--- config.mk ---
export PLATFORM = sky130hd
export DESIGN_NAME = bp_burst_to_lite_flat
export DESIGN_NICKNAME = d
export VERILOG_FILES = /design/src/rtl/bp_burst_to_lite_if.sv /design/src/rtl/bp_burst_to_lite.sv /design/src/flat_wrapper.sv
export SDC_FILE = /design/constraint.sdc
export NUM_CORES = 1
export LEC_CHECK = 0
export ABC_AREA = 1
export CAP_MARGIN = 5
export CORE_AREA = 2 2 279 281
export DETAILED_ROUTE_END_ITERATION = 10
export DIE_AREA = 0 0 281 283
export GPL_ROUTABILITY_DRIVEN = 0
export PLACE_DENSITY_LB_ADDON = 0.1
export SKIP_LAST_GASP = 1
export SYNTH_ARGS = -nofsm -noshare
export SYNTH_HDL_FRONTEND = slang
export SYNTH_SLANG_ARGS = --single-unit
--- constraint.sdc ---
create_clock -name clk_i -period 1.4 [get_ports clk_i]
set_input_delay 0.35 -clock clk_i [delete_from_list [all_inputs] [get_ports clk_i]]
set_output_delay 0.35 -clock clk_i [all_outputs]
set_load 0.02 [all_outputs]
--- src/rtl/bp_burst_to_lite_if.sv ---
// Burst-in / Lite-out channel bundle for bp_burst_to_lite.
// slave : the converter (consumes Burst header/beats, produces the Lite message)
// master: the environment on the other side of the converter
interface bp_burst_to_lite_if
  #(parameter int in_msg_header_width_p = 67
    , parameter int in_data_width_p     = 64
    , parameter int out_msg_width_p     = 579
    );

  // Burst header channel
  logic [in_msg_header_width_p-1:0] in_msg_header_i;
  logic                             in_msg_header_v_i;
  logic                             in_msg_header_ready_and_o;

  // Burst data-beat channel
  logic [in_data_width_p-1:0]       in_msg_data_i;
  logic                             in_msg_data_v_i;
  logic                             in_msg_data_ready_and_o;
  logic                             in_msg_last_i;

  // Lite output channel, {header, data}
  logic [out_msg_width_p-1:0]       out_msg_o;
  logic                             out_msg_v_o;
  logic                             out_msg_ready_and_i;

  modport slave
    (input  in_msg_header_i, in_msg_header_v_i
     , output in_msg_header_ready_and_o
     , input  in_msg_data_i, in_msg_data_v_i, in_msg_last_i
     , output in_msg_data_ready_and_o
     , output out_msg_o, out_msg_v_o
     , input  out_msg_ready_and_i
     );

  modport master
    (output in_msg_header_i, in_msg_header_v_i
     , input  in_msg_header_ready_and_o
     , output in_msg_data_i, in_msg_data_v_i, in_msg_last_i
     , input  in_msg_data_ready_and_o
     , input  out_msg_o, out_msg_v_o
     , output out_msg_ready_and_i
     );

endinterface

--- src/rtl/bp_burst_to_lite.sv ---
// bp_burst_to_lite: re-assembles one BedRock Burst message (header + data
// beats) into a single BedRock Lite message (header + full-width data).
// One message in flight: header, then beats, then the Lite output.
// Header layout (LSB first): msg_type[4], subop[4], addr[paddr], size[3], payload.
// Optional feature macro: BP_BURST_TO_LITE_LAST_CHECK_EN -- when defined, every
// beat's last flag is checked against the beat count and a mismatch sets the
// sticky err_o; when undefined err_o is tied low.
module bp_burst_to_lite
  #(parameter int          paddr_width_p    = 40
    , parameter int        in_data_width_p  = 64
    , parameter int        out_data_width_p = 512
    , parameter int        payload_width_p  = 16
    , parameter logic [15:0] payload_mask_p = 16'h0000
    )
   (input  logic            clk_i
    , input  logic          reset_n_i
    , bp_burst_to_lite_if.slave io
    , output logic          err_o
    );

  localparam int msg_type_width_lp      = 4;
  localparam int subop_width_lp         = 4;
  localparam int size_width_lp          = 3;
  localparam int addr_lsb_lp            = msg_type_width_lp + subop_width_lp;
  localparam int size_lsb_lp            = addr_lsb_lp + paddr_width_p;
  localparam int in_msg_header_width_lp = size_lsb_lp + size_width_lp + payload_width_p;
  localparam int out_msg_width_lp       = in_msg_header_width_lp + out_data_width_p;
  localparam int burst_words_lp         = out_data_width_p / in_data_width_p;
  localparam int bytes_per_beat_lp      = in_data_width_p / 8;
  localparam int cnt_width_lp           = (burst_words_lp > 1) ? $clog2(burst_words_lp) : 1;

  // Parameter sanity checks at elaboration
  if (out_data_width_p < in_data_width_p) begin : g_err_narrow
    $error("bp_burst_to_lite: out_data_width_p must be >= in_data_width_p");
  end
  if ((out_data_width_p % in_data_width_p) != 0) begin : g_err_multiple
    $error("bp_burst_to_lite: out_data_width_p must be a multiple of in_data_width_p");
  end
  if ((in_data_width_p % 8) != 0) begin : g_err_bytes
    $error("bp_burst_to_lite: in_data_width_p must be a multiple of 8");
  end

  typedef enum logic [1:0] {e_ready, e_data, e_send} state_e;

  state_e                              state_q, state_d;
  logic [in_msg_header_width_lp-1:0]   header_q, header_d;
  logic [out_data_width_p-1:0]         data_q, data_d;
  logic [cnt_width_lp-1:0]             cnt_q, cnt_d;

  logic hdr_hs, beat_hs, out_hs, final_hs, last_beat, has_data_in;
  logic [size_width_lp-1:0] size_q;
  logic [31:0]              beats_raw, exp_beats, exp_last;
  logic [cnt_width_lp-1:0]  rep_mask;

  assign hdr_hs   = io.in_msg_header_v_i & io.in_msg_header_ready_and_o;
  assign beat_hs  = io.in_msg_data_v_i & io.in_msg_data_ready_and_o;
  assign out_hs   = io.out_msg_v_o & io.out_msg_ready_and_i;

  assign has_data_in = payload_mask_p[io.in_msg_header_i[msg_type_width_lp-1:0]];
  assign size_q      = header_q[size_lsb_lp +: size_width_lp];

  // Beats expected for the registered header: bytes/beat-bytes, at least one, at most a full line
  always_comb begin
    beats_raw = (32'd1 << size_q) / 32'(bytes_per_beat_lp);
    exp_beats = beats_raw;
    if (beats_raw == 32'd0)
      exp_beats = 32'd1;
    else if (beats_raw > 32'(burst_words_lp))
      exp_beats = 32'(burst_words_lp);
    exp_last = exp_beats - 32'd1;
  end

  assign last_beat = (32'(cnt_q) == exp_last);
  assign final_hs  = beat_hs & last_beat;
  // Narrow transfers are power-of-two beats, so slice i replicates from slice (i mod beats)
  assign rep_mask  = exp_last[cnt_width_lp-1:0];

  // Per-slice view of the data register with the current beat merged in,
  // and the same view replicated for messages shorter than a full line.
  logic [in_data_width_p-1:0]  beat_fill [burst_words_lp];
  logic [out_data_width_p-1:0] data_fill, data_rep;

  for (genvar gi = 0; gi < burst_words_lp; gi++) begin : g_slice
    logic [cnt_width_lp-1:0] src_idx;
    assign beat_fill[gi] = (beat_hs && (cnt_q == cnt_width_lp'(gi)))
                           ? io.in_msg_data_i
                           : data_q[gi*in_data_width_p +: in_data_width_p];
    assign src_idx = cnt_width_lp'(gi) & rep_mask;
    assign data_fill[gi*in_data_width_p +: in_data_width_p] = beat_fill[gi];
    assign data_rep [gi*in_data_width_p +: in_data_width_p] = beat_fill[src_idx];
  end

  // State register
  always_ff @(posedge clk_i) begin
    if (!reset_n_i)
      state_q <= e_ready;
    else
      state_q <= state_d;
  end

  // Next-state: header -> (beats) -> send -> back to ready
  always_comb begin
    state_d = state_q;
    case (state_q)
      e_ready: if (hdr_hs)   state_d = has_data_in ? e_data : e_send;
      e_data:  if (final_hs) state_d = e_send;
      e_send:  if (out_hs)   state_d = e_ready;
      default:               state_d = e_ready;
    endcase
  end

  // Handshake outputs are pure functions of the state (no same-cycle bypass)
  always_comb begin
    io.in_msg_header_ready_and_o = 1'b0;
    io.in_msg_data_ready_and_o   = 1'b0;
    io.out_msg_v_o               = 1'b0;
    case (state_q)
      e_ready: io.in_msg_header_ready_and_o = 1'b1;
      e_data:  io.in_msg_data_ready_and_o   = 1'b1;
      e_send:  io.out_msg_v_o               = 1'b1;
      default: ;
    endcase
  end

  // Datapath next-state: capture header, clear data, fill beats, replicate on the last one
  always_comb begin
    header_d = header_q;
    data_d   = data_q;
    cnt_d    = cnt_q;
    case (state_q)
      e_ready: begin
        if (hdr_hs) begin
          header_d = io.in_msg_header_i;
          data_d   = '0;
          cnt_d    = '0;
        end
      end
      e_data: begin
        if (beat_hs) begin
          if (final_hs) begin
            data_d = (exp_beats < 32'(burst_words_lp)) ? data_rep : data_fill;
            cnt_d  = '0;
          end else begin
            data_d = data_fill;
            cnt_d  = cnt_q + 1'b1;
          end
        end
      end
      default: ;
    endcase
  end

  // Datapath registers
  always_ff @(posedge clk_i) begin
    if (!reset_n_i) begin
      header_q <= '0;
      data_q   <= '0;
      cnt_q    <= '0;
    end else begin
      header_q <= header_d;
      data_q   <= data_d;
      cnt_q    <= cnt_d;
    end
  end

  assign io.out_msg_o = {header_q, data_q};

`ifdef BP_BURST_TO_LITE_LAST_CHECK_EN
  logic err_q;

  // Sticky flag: the sender's last marker disagreed with the size-derived beat count
  always_ff @(posedge clk_i) begin
    if (!reset_n_i)
      err_q <= 1'b0;
    else if (beat_hs && (io.in_msg_last_i != last_beat))
      err_q <= 1'b1;
  end

`ifndef SYNTHESIS
  // Report each mismatch with enough context to find the offending message
  always_ff @(posedge clk_i) begin
    if (reset_n_i && beat_hs && (io.in_msg_last_i != last_beat))
      $error("bp_burst_to_lite: last flag mismatch, msg_type %0d count %0d",
             header_q[msg_type_width_lp-1:0], cnt_q);
  end
`endif

  assign err_o = err_q;
`else
  logic unused_last;
  assign unused_last = io.in_msg_last_i;
  assign err_o       = 1'b0;
`endif

endmodule

--- src/flat_wrapper.sv ---
// flat-port wrapper written by rule: the top's interface ports become plain ports
module bp_burst_to_lite_flat 
#(parameter int          paddr_width_p    = 40
    , parameter int        in_data_width_p  = 64
    , parameter int        out_data_width_p = 512
    , parameter int        payload_width_p  = 16
    , parameter logic [15:0] payload_mask_p = 16'h0000
    )
  (clk_i, reset_n_i, err_o, io_in_msg_header_i, io_in_msg_header_v_i, io_in_msg_header_ready_and_o, io_in_msg_data_i, io_in_msg_data_v_i, io_in_msg_last_i, io_in_msg_data_ready_and_o, io_out_msg_o, io_out_msg_v_o, io_out_msg_ready_and_i);
  bp_burst_to_lite_if #(.in_data_width_p(in_data_width_p)) io_i ();
  input  logic clk_i;
  input  logic reset_n_i;
  output logic err_o;
  input wire logic [$bits(io_i.in_msg_header_i)-1:0] io_in_msg_header_i;
  input wire logic [$bits(io_i.in_msg_header_v_i)-1:0] io_in_msg_header_v_i;
  output wire logic [$bits(io_i.in_msg_header_ready_and_o)-1:0] io_in_msg_header_ready_and_o;
  input wire logic [$bits(io_i.in_msg_data_i)-1:0] io_in_msg_data_i;
  input wire logic [$bits(io_i.in_msg_data_v_i)-1:0] io_in_msg_data_v_i;
  input wire logic [$bits(io_i.in_msg_last_i)-1:0] io_in_msg_last_i;
  output wire logic [$bits(io_i.in_msg_data_ready_and_o)-1:0] io_in_msg_data_ready_and_o;
  output wire logic [$bits(io_i.out_msg_o)-1:0] io_out_msg_o;
  output wire logic [$bits(io_i.out_msg_v_o)-1:0] io_out_msg_v_o;
  input wire logic [$bits(io_i.out_msg_ready_and_i)-1:0] io_out_msg_ready_and_i;
  assign io_i.in_msg_header_i = io_in_msg_header_i;
  assign io_i.in_msg_header_v_i = io_in_msg_header_v_i;
  assign io_in_msg_header_ready_and_o = io_i.in_msg_header_ready_and_o;
  assign io_i.in_msg_data_i = io_in_msg_data_i;
  assign io_i.in_msg_data_v_i = io_in_msg_data_v_i;
  assign io_i.in_msg_last_i = io_in_msg_last_i;
  assign io_in_msg_data_ready_and_o = io_i.in_msg_data_ready_and_o;
  assign io_out_msg_o = io_i.out_msg_o;
  assign io_out_msg_v_o = io_i.out_msg_v_o;
  assign io_i.out_msg_ready_and_i = io_out_msg_ready_and_i;
  bp_burst_to_lite #(.paddr_width_p(paddr_width_p), .in_data_width_p(in_data_width_p), .out_data_width_p(out_data_width_p), .payload_width_p(payload_width_p), .payload_mask_p(payload_mask_p)) u_core (.clk_i(clk_i), .reset_n_i(reset_n_i), .io(io_i), .err_o(err_o));
endmodule
==> metrics.md, run 1 <==
| Metric | Value |
|---|---|
| Post-DP Area | `7576 um2` |
| CTS Buf Count | `9` |
| Syn Area/Cell | `7.080 um2` |
| First-pass GRT wire length | `26190 um` |
| Yosys cell types | `14` |
| Placed Instances | `2116` |
| I/O pin total | `720` |
| Met2 Use GR | `7.895%` |
| Pleak | `4.083 nW` |
| Initial antenna violation count | `1` |
| Design Area, Final | `7720 um2` |
| Area delta synth->final | `14.17%` |
| CP endpoint kind | `output port` |
| TritonRoute pass-1 iters | `4` |
| Area leader, netlist | `buf_4` |
| Peak VDD IR | `0.5527 mV` |
| Util after Layout | `10.06%` |
| Initial Utilization | `8.815%` |
| Global Route Usage Sum | `4.625%` |
| Sequential Power Share | `28.4%` |
| Synth Area in Compound Gates | `0.1110%` |
| Final Hold Fails | `0` |
| Max clock buf depth | `2` |
| Switching power share of the total | `41.54%` |
| # port buffers | `139` |
| Period utilization | `95.19%` |
| Required time worst endpoint | `1.05 ns` |
| Skew final | `0.007201 ns` |
| Global route hottest layer | `met2` |
| Post-DP HPWL | `14310 um` |
| Register bit count reported by yosys | `68` |
| Wire per inst | `9.033 um` |
| RSZ-0062 raised after global routing | `no` |
| Crit path DAT | `0.98 ns` |
| Via/cell ratio | `2.030` |
| DR iter-0 viols | `68` |
| Combinational share of power | `32.4%` |
| Via count | `4328` |
| Min-delay worst type | `in -> reg` |
| Post-synthesis adder-cell area fraction | `0%` |
| Placeable core area | `76700 um2` |
| Routing usage on met3 | `2.276%` |
| Internal power | `0.004477 W` |
| Htree depth | `3` |
| Setup TNS | `0 ns` |
| Cells after synthesis | `955` |
| Clk slew on worst S/H paths | `0.07 ns` |
| Critical path, cell by cell | `clkdlybuf4s15_2` |
| TritonCTS clock tree | `done` |
| CTS hold repair buffers | `0` |
| Critical Path Max Stage Delay | `0.33 ns` |
| Achievable Freq | `0.7504 GHz` |
| Post-route minimum period | `1.333 ns` |
| Total of max-cap violations | `0` |
| Sw power | `0.003180 W` |
| Root buf cell | `clkbuf_16` |
| Buf/Inv on CP | `1` |
| Sequential share of the synthesized area | `20.13%` |
| Power per cell area | `991.8 nW/um2` |
| Number of synthesis warnings | `0` |
| WS Path Type | `reg -> out` |
| Cell Count, Final, Fillers Out | `2132` |
| Number of fill cells in the layout | `9067` |
| Clock sink total | `68` |
| Met1 usage in global routing | `5.014%` |
| Total power | `0.007657 W` |
| WL final | `19260 um` |
| Finish-stage setup viols | `0` |
| Delay-heaviest family, CP | `flip-flops` |
| Clock Latency Late Sink | `0.38 ns` |
| Antenna-violating nets left | `0` |
| FP Rows | `102` |
| Die Height | `283 um` |
| Synth Area in XOR/XNOR | `0%` |
| Mux cell area share after synthesis | `0%` |
| Most area-consuming cells after synthesis | `buf_4 (58%), dfxtp_1 (20%), nor2_1 (7.4%)` |
| Post-synth top area share | `57.62%` |
| Overflow after GRT | `0` |
| DIE AREA | `79520 um2` |
| Synth Area in Simple Gates | `16.40%` |
| Pin count of the biggest net entering global routing | `44` |
| CP Launch Type | `flip-flop` |
| Vias in the first global route | `3705` |
| # DRC | `0` |
| CP max stage cell | `dfxtp_1` |
| Status | `finished clean` |
| Main combinational cell family by area after synthesis | `buffers and inverters` |
| Clock power frac | `39.2%` |
| Maximum fanout along the worst path | `2` |
| Antenna diodes | `0` |
| Share of cells above drive strength 1 | `9.524%` |
| Die X | `281 um` |
| Final Slew Violations | `0` |
| Nets | `1224` |
| Mapped Area | `6761 um2` |
metrics by stage:
step / worst slack (ns) / hold WS [ns]
after floorplan: 0.1439 / 0.5202
after global placement: -0.03014 / 0.4648
after detailed placement: -0.02716 / 0.4732
after CTS: 0.0001390 / 0.3035
after global routing: 0.0006735 / 0.3113
final: 0.06736 / 0.3303
cells by family after synthesis:
kind of cell	count (synthesis)
buf+inv	614
simple gates	271
flops	68
compound gates	1
other cells	1
path summary, 6_finish.rpt:
check | from | slack [ns] | to | depth (start not counted)
worst max-delay path | u_core.header_q[3] | 0.07 | io_out_msg_o[515] | 1
worst min-delay path | reset_n_i | 0.33 | u_core.header_q[27] | 3
worst max register to register | u_core.state_q[1] | 0.20 | u_core.header_q[43] | 6
worst min register to register | u_core.header_q[53] | 0.48 | u_core.header_q[53] | 2
timing repair:
item / 4_1_cts / 5_1_grt
endpoints found under the setup margin: 67 / 26
gates resized for setup: 237 / 30
setup buffers: 0 / 0
power groups by stage:
stage	registers [W]	logic, W	clock network (W)
2_1_floorplan	0.00241	0.00272	0
3_3_place_gp	0.00222	0.00262	0
3_5_place_dp	0.00223	0.00260	0
4_1_cts	0.00218	0.00253	0.00329
5_1_grt	0.00220	0.00270	0.00332
6_report	0.00218	0.00248	0.00300
sequential cells by signal, indices dropped and copies added, names as in the netlist:
name             count
u_core.header_q     67
u_core.state_q       1
area by class of cell:
type	instances	area, um2	area share (%)
multi-input cells	786	3045	39.45
repair buffers	152	1384	17.93
flip-flops and latches	68	1365	17.68
well taps	1040	1301	16.86
inverters	70	265.3	3.436
clock buffers	11	252.7	3.274
clock inverters	5	106.4	1.378
routing by layer:
layer | part of all wire [%] | vias to the layer above
met5 | 0 | -
met4 | 1.1 | 0
met3 | 10 | 12
met2 | 49 | 299
met1 | 39 | 1938
li1 | - | 2079
placed cells by master (no fill, tap or decap), drive strengths merged:
cell	Yosys	layout
dfxtp	68	68
conb	1	514
bufinv	0	3
nand2	69	69
clkdlybuf4s50	0	68
a21boi	1	1
inv	70	71
nand3	67	67
clkinvlp	0	1
buf	533	66
clkbuf	11	11
clkdlybuf4s15	0	18
nor2	135	135
Yosys cell counts:
cell      instances
a21boi_0          1
buf_1             2
buf_2            10
buf_4           519
buf_6             2
clkbuf_1         11
conb_1            1
dfxtp_1          68
inv_1            68
inv_2             2
nand2_1          69
nand3_1          67
nor2_1          134
nor2_4            1
Note: power is estimated with default switching activity, not from simulation.
==> run 2: changes to the inputs <==
Settings changed: CAP_MARGIN 5 to 20.
==> results of run 2 <==
No change in the layout: final DEF, timing and power equal those of run 1.
